===== config.mk =====
export PLATFORM = sky130hd
export DESIGN_NAME = resource_arbiter
export DESIGN_NICKNAME = d
export VERILOG_FILES = /design/src/rtl/resource_arbiter_pkg.sv /design/src/rtl/resource_arbiter_rr_pick.sv /design/src/rtl/resource_arbiter.sv
export SDC_FILE = /design/constraint.sdc
export NUM_CORES = 1
export LEC_CHECK = 0
export ABC_AREA = 1
export BUFFER_PORTS_ARGS = -buffer_cell sky130_fd_sc_hd__buf_2
export CORE_MARGIN = 2
export CORE_UTILIZATION = 31
export DETAILED_ROUTE_END_ITERATION = 6
export PLACE_DENSITY = 0.7
export SETUP_SLACK_MARGIN = 0.4
export SKIP_CTS_REPAIR_TIMING = 1
export SLEW_MARGIN = 20
export SYNTH_ARGS = -nofsm -noshare
export SYNTH_HDL_FRONTEND = slang
export SYNTH_SLANG_ARGS = --single-unit

===== constraint.sdc =====
create_clock -name clk -period 2.25 [get_ports clk]
set_input_delay 0.225 -clock clk [delete_from_list [all_inputs] [get_ports clk]]
set_output_delay 0.225 -clock clk [all_outputs]
set_load 0.02 [all_outputs]

===== src/rtl/resource_arbiter_pkg.sv =====
// rtl/resource_arbiter_pkg.sv - shared types, error bit positions and one-hot helper for resource_arbiter
package resource_arbiter_pkg;

    typedef enum logic [1:0] {
        IDLE     = 2'd0,
        GRANT    = 2'd1,
        WAIT_RSP = 2'd2
    } arb_state_t;

    localparam int ERR_TIMEOUT_BIT  = 0;
    localparam int ERR_SPURIOUS_BIT = 1;
    localparam int MAX_REQ          = 32;

    // Callers size-cast the result down to their own lane count.
    function automatic logic [MAX_REQ-1:0] onehot(input int id, input int num_req);
        logic [MAX_REQ-1:0] v;
        v = '0;
        if (id >= 0 && id < num_req && id < MAX_REQ) begin
            v[id] = 1'b1;
        end
        return v;
    endfunction

endpackage


===== src/rtl/resource_arbiter_rr_pick.sv =====
// rtl/resource_arbiter_rr_pick.sv - combinational rotate-priority picker, first set bit at or above ptr with wrap
module rr_pick #(
    parameter int NUM_REQ = 4,
    parameter int IDW     = $clog2(NUM_REQ)
) (
    input  logic [NUM_REQ-1:0] i_req,
    input  logic [IDW-1:0]     i_ptr,
    output logic [IDW-1:0]     o_id,
    output logic               o_any
);

    int w_idx;

    always_comb begin
        o_any = 1'b0;
        o_id  = '0;
        w_idx = 0;
        for (int off = 0; off < NUM_REQ; off++) begin
            w_idx = int'(i_ptr) + off;
            if (w_idx >= NUM_REQ) begin
                w_idx = w_idx - NUM_REQ;
            end
            if (!o_any && i_req[w_idx]) begin
                o_any = 1'b1;
                o_id  = IDW'(w_idx);
            end
        end
    end

endmodule


===== src/rtl/resource_arbiter.sv =====
// rtl/resource_arbiter.sv - round-robin arbiter sharing one single-outstanding compute resource between pipelines
module resource_arbiter
    import resource_arbiter_pkg::*;
#(
    parameter int NUM_REQ     = 4,
    parameter int DATA_W      = 32,
    parameter int RSP_TIMEOUT = 16
) (
    input  logic                      clk,
    input  logic                      reset,
    input  logic [NUM_REQ-1:0]        req,
    input  logic [NUM_REQ-1:0]        req_valid,
    input  logic [NUM_REQ*DATA_W-1:0] req_data,
    output logic [NUM_REQ-1:0]        grant,
    output logic [DATA_W-1:0]         res_in_data,
    output logic                      res_in_valid,
    input  logic [DATA_W-1:0]         res_out_data,
    input  logic                      res_out_valid,
    output logic [DATA_W-1:0]         rsp_data,
    output logic [NUM_REQ-1:0]        rsp_valid,
    output logic                      busy,
    input  logic                      clr_err,
    output logic [1:0]                err_status
);

    localparam int IDW = $clog2(NUM_REQ);
    localparam int CW  = $clog2(RSP_TIMEOUT + 1);

    arb_state_t          r_state, w_state_nxt;
    logic [IDW-1:0]      r_id, w_id_nxt;
    logic [IDW-1:0]      r_ptr, w_ptr_nxt;
    logic [IDW-1:0]      w_pick_id, w_id_inc;
    logic                w_pick_any;
    logic [CW-1:0]       r_cnt, w_cnt_nxt;
    logic [NUM_REQ-1:0]  r_grant, w_grant_nxt;
    logic [NUM_REQ-1:0]  r_rsp_valid, w_rsp_valid_nxt;
    logic [NUM_REQ-1:0]  w_id_oh, w_pick_oh;
    logic                r_res_in_valid, w_res_in_valid_nxt;
    logic [DATA_W-1:0]   r_res_in_data, w_res_in_data_nxt;
    logic [DATA_W-1:0]   r_rsp_data, w_rsp_data_nxt;
    logic [1:0]          r_err, w_err_nxt;
    logic                r_busy;

    rr_pick #(
        .NUM_REQ (NUM_REQ),
        .IDW     (IDW)
    ) u_pick (
        .i_req (req),
        .i_ptr (r_ptr),
        .o_id  (w_pick_id),
        .o_any (w_pick_any)
    );

    assign w_id_oh   = NUM_REQ'(onehot(int'(r_id), NUM_REQ));
    assign w_pick_oh = NUM_REQ'(onehot(int'(w_pick_id), NUM_REQ));
    // Explicit wrap so non-power-of-two lane counts rotate correctly.
    assign w_id_inc  = (r_id == IDW'(NUM_REQ - 1)) ? '0 : r_id + IDW'(1);

    always_comb begin
        w_state_nxt        = r_state;
        w_id_nxt           = r_id;
        w_ptr_nxt          = r_ptr;
        w_cnt_nxt          = r_cnt;
        w_grant_nxt        = r_grant;
        w_res_in_valid_nxt = 1'b0;
        w_res_in_data_nxt  = r_res_in_data;
        w_rsp_valid_nxt    = '0;
        w_rsp_data_nxt     = r_rsp_data;
        w_err_nxt          = clr_err ? 2'b00 : r_err;

        case (r_state)
            IDLE: begin
                w_grant_nxt = '0;
                if (res_out_valid) begin
                    w_err_nxt[ERR_SPURIOUS_BIT] = 1'b1;
                end
                if (w_pick_any) begin
                    w_id_nxt    = w_pick_id;
                    w_grant_nxt = w_pick_oh;
                    w_state_nxt = GRANT;
                end
            end
            GRANT: begin
                if (res_out_valid) begin
                    w_err_nxt[ERR_SPURIOUS_BIT] = 1'b1;
                end
                if (req_valid[r_id]) begin
                    w_res_in_data_nxt  = req_data[r_id*DATA_W +: DATA_W];
                    w_res_in_valid_nxt = 1'b1;
                    w_grant_nxt        = '0;
                    w_cnt_nxt          = '0;
                    w_state_nxt        = WAIT_RSP;
                end else if (!req[r_id]) begin
                    w_grant_nxt = '0;
                    w_ptr_nxt   = w_id_inc;
                    w_state_nxt = IDLE;
                end
            end
            WAIT_RSP: begin
                if (r_cnt != '1) begin
                    w_cnt_nxt = r_cnt + CW'(1);
                end
                // A response landing on the timeout cycle still completes normally.
                if (res_out_valid) begin
                    w_rsp_data_nxt  = res_out_data;
                    w_rsp_valid_nxt = w_id_oh;
                    w_ptr_nxt       = w_id_inc;
                    w_state_nxt     = IDLE;
                end else if (r_cnt == CW'(RSP_TIMEOUT - 1)) begin
                    w_err_nxt[ERR_TIMEOUT_BIT] = 1'b1;
                    w_ptr_nxt                  = w_id_inc;
                    w_state_nxt                = IDLE;
                end
            end
            default: begin
                w_grant_nxt = '0;
                w_state_nxt = IDLE;
            end
        endcase
    end

    always_ff @(posedge clk or negedge reset) begin
        if (!reset) begin
            r_state        <= IDLE;
            r_id           <= '0;
            r_ptr          <= '0;
            r_cnt          <= '0;
            r_grant        <= '0;
            r_res_in_valid <= 1'b0;
            r_res_in_data  <= '0;
            r_rsp_valid    <= '0;
            r_rsp_data     <= '0;
            r_err          <= 2'b00;
            r_busy         <= 1'b0;
        end else begin
            r_state        <= w_state_nxt;
            r_id           <= w_id_nxt;
            r_ptr          <= w_ptr_nxt;
            r_cnt          <= w_cnt_nxt;
            r_grant        <= w_grant_nxt;
            r_res_in_valid <= w_res_in_valid_nxt;
            r_res_in_data  <= w_res_in_data_nxt;
            r_rsp_valid    <= w_rsp_valid_nxt;
            r_rsp_data     <= w_rsp_data_nxt;
            r_err          <= w_err_nxt;
            r_busy         <= (w_state_nxt != IDLE);
        end
    end

    assign grant        = r_grant;
    assign res_in_data  = r_res_in_data;
    assign res_in_valid = r_res_in_valid;
    assign rsp_data     = r_rsp_data;
    assign rsp_valid    = r_rsp_valid;
    assign busy         = r_busy;
    assign err_status   = r_err;

endmodule


# Word level (Yosys, flattened, before mapping)
# Index checks and enable logic that the tools add are counted.
# op_classes
add_sub_neg,9
n_lt_le_gt_ge,13
eq_ne,11
n_shift,1
muxes,61
n_bitwise,1
reduce_logical,18
# op_table
op,n
$lt A32 B4 Y1 const B,4
$mux W32,4
$shiftx A128 B8 Y32,1
$ge A32 B4 Y1 const B,3
$sub A32 B4 Y32 const B,3
$mux W2,15
$mux W1,23
$mux W4,5
$bmux W1 S2,6
$lt A2 B6 Y1 const B,2
$pmux W4 S3,1
$mux W5,2
$pmux W5 S2,1
$ne A2 B2 Y1 const B,4
$reduce_and A2 Y1,4
$add A2 B2 Y3 const B,2
$ne A3 B3 Y1 const B,2
$pmux W2 S3,1
$add A5 B1 Y5 const B,1
$eq A5 B4 Y1 const B,1
$logic_and A1 B1 Y1,5
$ne A5 B5 Y1 const B,1
$demux W1 S2,2
$eq A2 B2 Y1 const B,2
15 further kinds,19
# totals
ff_bits,87
in_bits,172
out_inout_bits,76
wordCells,125

# Depth between registers and ports, before layout
# logic_depth
word_depth,21
depth_mapped,11
depth_no_buf,11

# By module
# A second synthesis with hierarchy kept.
# hier_totals
cells_unflattened,591
hier_area_um2,4820.9
# modules_own_cells
mod,n_inst,cells_each,area_per_inst_um2,seq_area_each_um2
resource_arbiter,1,532,4501.8,2177.1
rr_pick,1,59,319.1,0.0

# Worst setup path after synthesis
# Ideal clock, no wire load.
# synth_path
kind,register to register
start,reg r_state[0]
end,reg r_rsp_data[10] (netlist: rsp_data[10])
setup_ns,0.125
arrival_ns,1.555
required_time_ns,2.125
setup_slack_ns,0.570
stages_incl_launch_ff,7
path_buffers,2
period_less_slack_ns,1.680
cell_sequence,dfrtp_1 > inv_1 > ha_1 > buf_2 > nand2_1 > buf_2 > mux2_2
# synth_between
elab_chain_cells,2
# synth_rtl
element,line,text
start: declaration,resource_arbiter.sv:29,"arb_state_t r_state, w_state_nxt;"
start signal: assignment,resource_arbiter.sv:136,r_state <= w_state_nxt;
$eq A2 B2 Y1,resource_arbiter.sv:71,case (r_state)
$reduce_and A2 Y1 (no line),n/a,
end signal: assignment,resource_arbiter.sv:144,r_rsp_data <= w_rsp_data_nxt;
end: declaration,resource_arbiter.sv:40,"logic [DATA_W-1:0] r_rsp_data, w_rsp_data_nxt;"
# Every way passes these cells.
# A chain may end at the register's enable or synchronous reset.

# Final worst setup path
# layout_path
start,reg r_state[0]
end,reg r_rsp_data[3] (netlist: rsp_data[3])
# Same word-level chain as after synthesis.

==> out/qor.yml <==
cells_and_area:
  post-route-util_pct: 43.5
  syn_to_final_growth_pct: 37.5
  final_cell_mix: "246 x buf_2, 163 x nand2_1, 86 x dfrtp_1"
  fillers: 1551
  layout-drive-gt1-share_pct: 42.0
  layout.nets: 1016
  layout_commonest_cell: "buf_2"
  final_area_um2: 6610
sta:
  setup_viol: 0
  rsz0062_at_grt: "false"
  period_needed_ns: 1.68
  slew_headroom_pct: 61.2
  fin_crit_sh_pct: 74.6
  final_max_slew_viol_count: 0
  finalWorstSetupSlack_ns: 0.571
  max_clock_freq_mhz: 595
  tns_ns: 0
  tightest_slew_ns: 0.582
  hold_viol: 0
  finalClockSkew_ns: 0.00560
route:
  drc: 0
  vias: 4862
  wl_mm: 14.5
  avgViaCountPerCell: 4.72
  ant_nets: 0
  wl_per_cell_um: 14.1
  drtIter0Drc: 212
  dr.pass1.iters: 4
global_routing:
  grt_pass1_wl_mm: 22.5
  antenna_found_initial: 6
  track_usage_pct: 17.5
  grt_pass1_vias: 4554
  grt-ovfl-total: 0
  grt_max_degree: 49
clocking:
  cts.clk_slew.worst_paths_ns: 0.06
  cts_buffers: 9
  clk-insertion-delay-late_ns: 0.34
  root_buffer: "clkbuf_16"
  htreeDepth: 3
  cts_tree: "done"
  cts.path.max_buffers: 2
  clock-sinks: 87
setup_path:
  path_class: "reg2reg"
  worst_ep_arrival_time_ns: 1.90
  crit_family: "flip-flops"
  cp-start-kind: "register"
  cp_num_buf_inv: 2
  path_cells: "inv_1 -> ha_1 -> nand2_1 -> buf_4 -> mux2_2"
  cp_max_fo: 21
  endpoint_kind: "register"
  critPathMaxStageDelay_ns: 0.37
  required_ns: 2.47
  critPathSlowestCell: "dfrtp_1"
die:
  dieArea_um2: 16500
  boundaryPins: 248
  initial_utilization_pct: 31.6
  die_w_um: 129
  rows: 45
  core_area_um2: 15200
  die_h_um: 129
placement:
  place.gp.congestion: 0.849
  place_ws_ns: 0.506
  io_buffer_count: 247
  dp_hpwl_mm: 11.1
  placed_area_um2: 6240
synth:
  synthFlopType: "dfrtp_1"
  synthesis.nets: 776
  synth.area.top_cells: "dfrtp_1 45%, nand2_1 13%, mux2_2 7.5%"
  synth_edf_count: 0
  yosys.area.top_type_share_pct: 45.3
  synth_top_area_cell: "dfrtp_1"
  syn_inst: 593
  yosysSeqAreaShare_pct: 45.3
  synthArstFlopShare_pct: 100
  syn_avg_cell_area_um2: 8.11
  ys_ff_latch: 87
  yosys_warnings: 0
  ys_types: 29
  synth_area_um2: 4810
pwr:
  peakVddDrop_v: 0.000624
  p_per_area_nw_per_um2: 1470
  leakage_nw: 3.56
worst_hold_path:
  worstHoldPathType: "in2reg"
status:
  outcome: "complete, no violations"
flow_run:
  max-cap-violations: 0
layout make-up:
cell class	instances	area [µm²]	area share (%)
well taps	188	235	3.56
inverters	28	108	1.63
clock buffers	11	243	3.67
repair buffers	262	1370	20.7
diodes	5	12.5	0.189
multi-input cells	445	2370	35.8
clock inverters	5	105	1.59
flip-flops and latches	87	2180	32.9
logic make-up after synthesis:
logic type | after synthesis | synth area share (%)
compound gates | 110 | 12.5
xor+xnor | 1 | 0.182
fa+ha+maj | 11 | 2.86
buf+inv | 61 | 5.57
flops | 87 | 45.3
mux | 32 | 7.49
simple gates | 291 | 26.2
path summary, 6_finish.rpt:
check / to / start / depth (start not counted) / slack [ns]
setup / recovery: rsp_data[3]$_DFFE_PN0P_ / r_state[0]$_DFF_PN0_ / 5 / 0.57
hold / removal: rsp_data[14]$_DFFE_PN0P_ / res_out_data[14] / 2 / 0.11
setup reg to reg: rsp_data[3]$_DFFE_PN0P_ / r_state[0]$_DFF_PN0_ / 5 / 0.57
hold reg to reg: res_in_data[13]$_DFFE_PN0P_ / res_in_data[13]$_DFFE_PN0P_ / 2 / 0.47
max in group asynchronous: rsp_data[1]$_DFFE_PN0P_ / reset / 3 / 1.12
min in group asynchronous: res_in_data[18]$_DFFE_PN0P_ / reset / 2 / 0.43
cells in the mapped netlist (4+ instances only):
library cell and n:
o21ai_0 66, nor2_1 74, nand2_2 18, nor2_4 4, nor2_2 5, nand3_2 5, nand3_1 15, inv_2 7
ha_1 11, clkbuf_1 13, nand2_1 163, o22ai_1 33, buf_2 16, o21ai_1 6, mux2_2 32, inv_1 21
dfrtp_1 87
registers in the layout (all words and copies together) (netlist names):
signal / count
res_in_data: 32
rsp_data: 32
r_cnt: 5
grant: 4
rsp_valid: 4
err_status: 2
r_id: 2
r_ptr: 2
r_state: 2
busy: 1
res_in_valid: 1
per-stage QoR:
stage	cells	hold WS, ns	power (W)
floorplan	593	-0.0706	0.00644
detailed placement	1009	0.264	0.00808
global route	1030	0.101	0.0105
global placement	1009	0.260	0.00796
CTS	1025	-0.107	0.00986
finish	1031	0.112	0.00973
where the power goes:
group | leakage (nW) | switching (W) | internal (W) | total [W]
Combinational | 2.31 | 0.00350 | 0.00188 | 0.00537
Clock | 0.162 | 0.000616 | 0.00112 | 0.00173
Sequential | 1.09 | 0.000365 | 0.00226 | 0.00263
Total | 3.56 | 0.00448 | 0.00525 | 0.00973
metal layers:
layer	GRT usage [%]	routed length (µm)
met1	21.0	6260
met2	29.5	7010
met3	4.28	913
met4	8.25	342
met5	0	11
worst reg2reg max path: cells and delay by family (launching register included):
| kind | cells | cell delay, ns |
|---|---|---|
| and+or+nand+nor | 1 | 0.13 |
| DFF | 1 | 0.37 |
| adders and majority gates | 1 | 0.30 |
| buffers and inverters | 2 | 0.37 |
| muxes | 1 | 0.39 |
(Power assumes the default switching activity.)
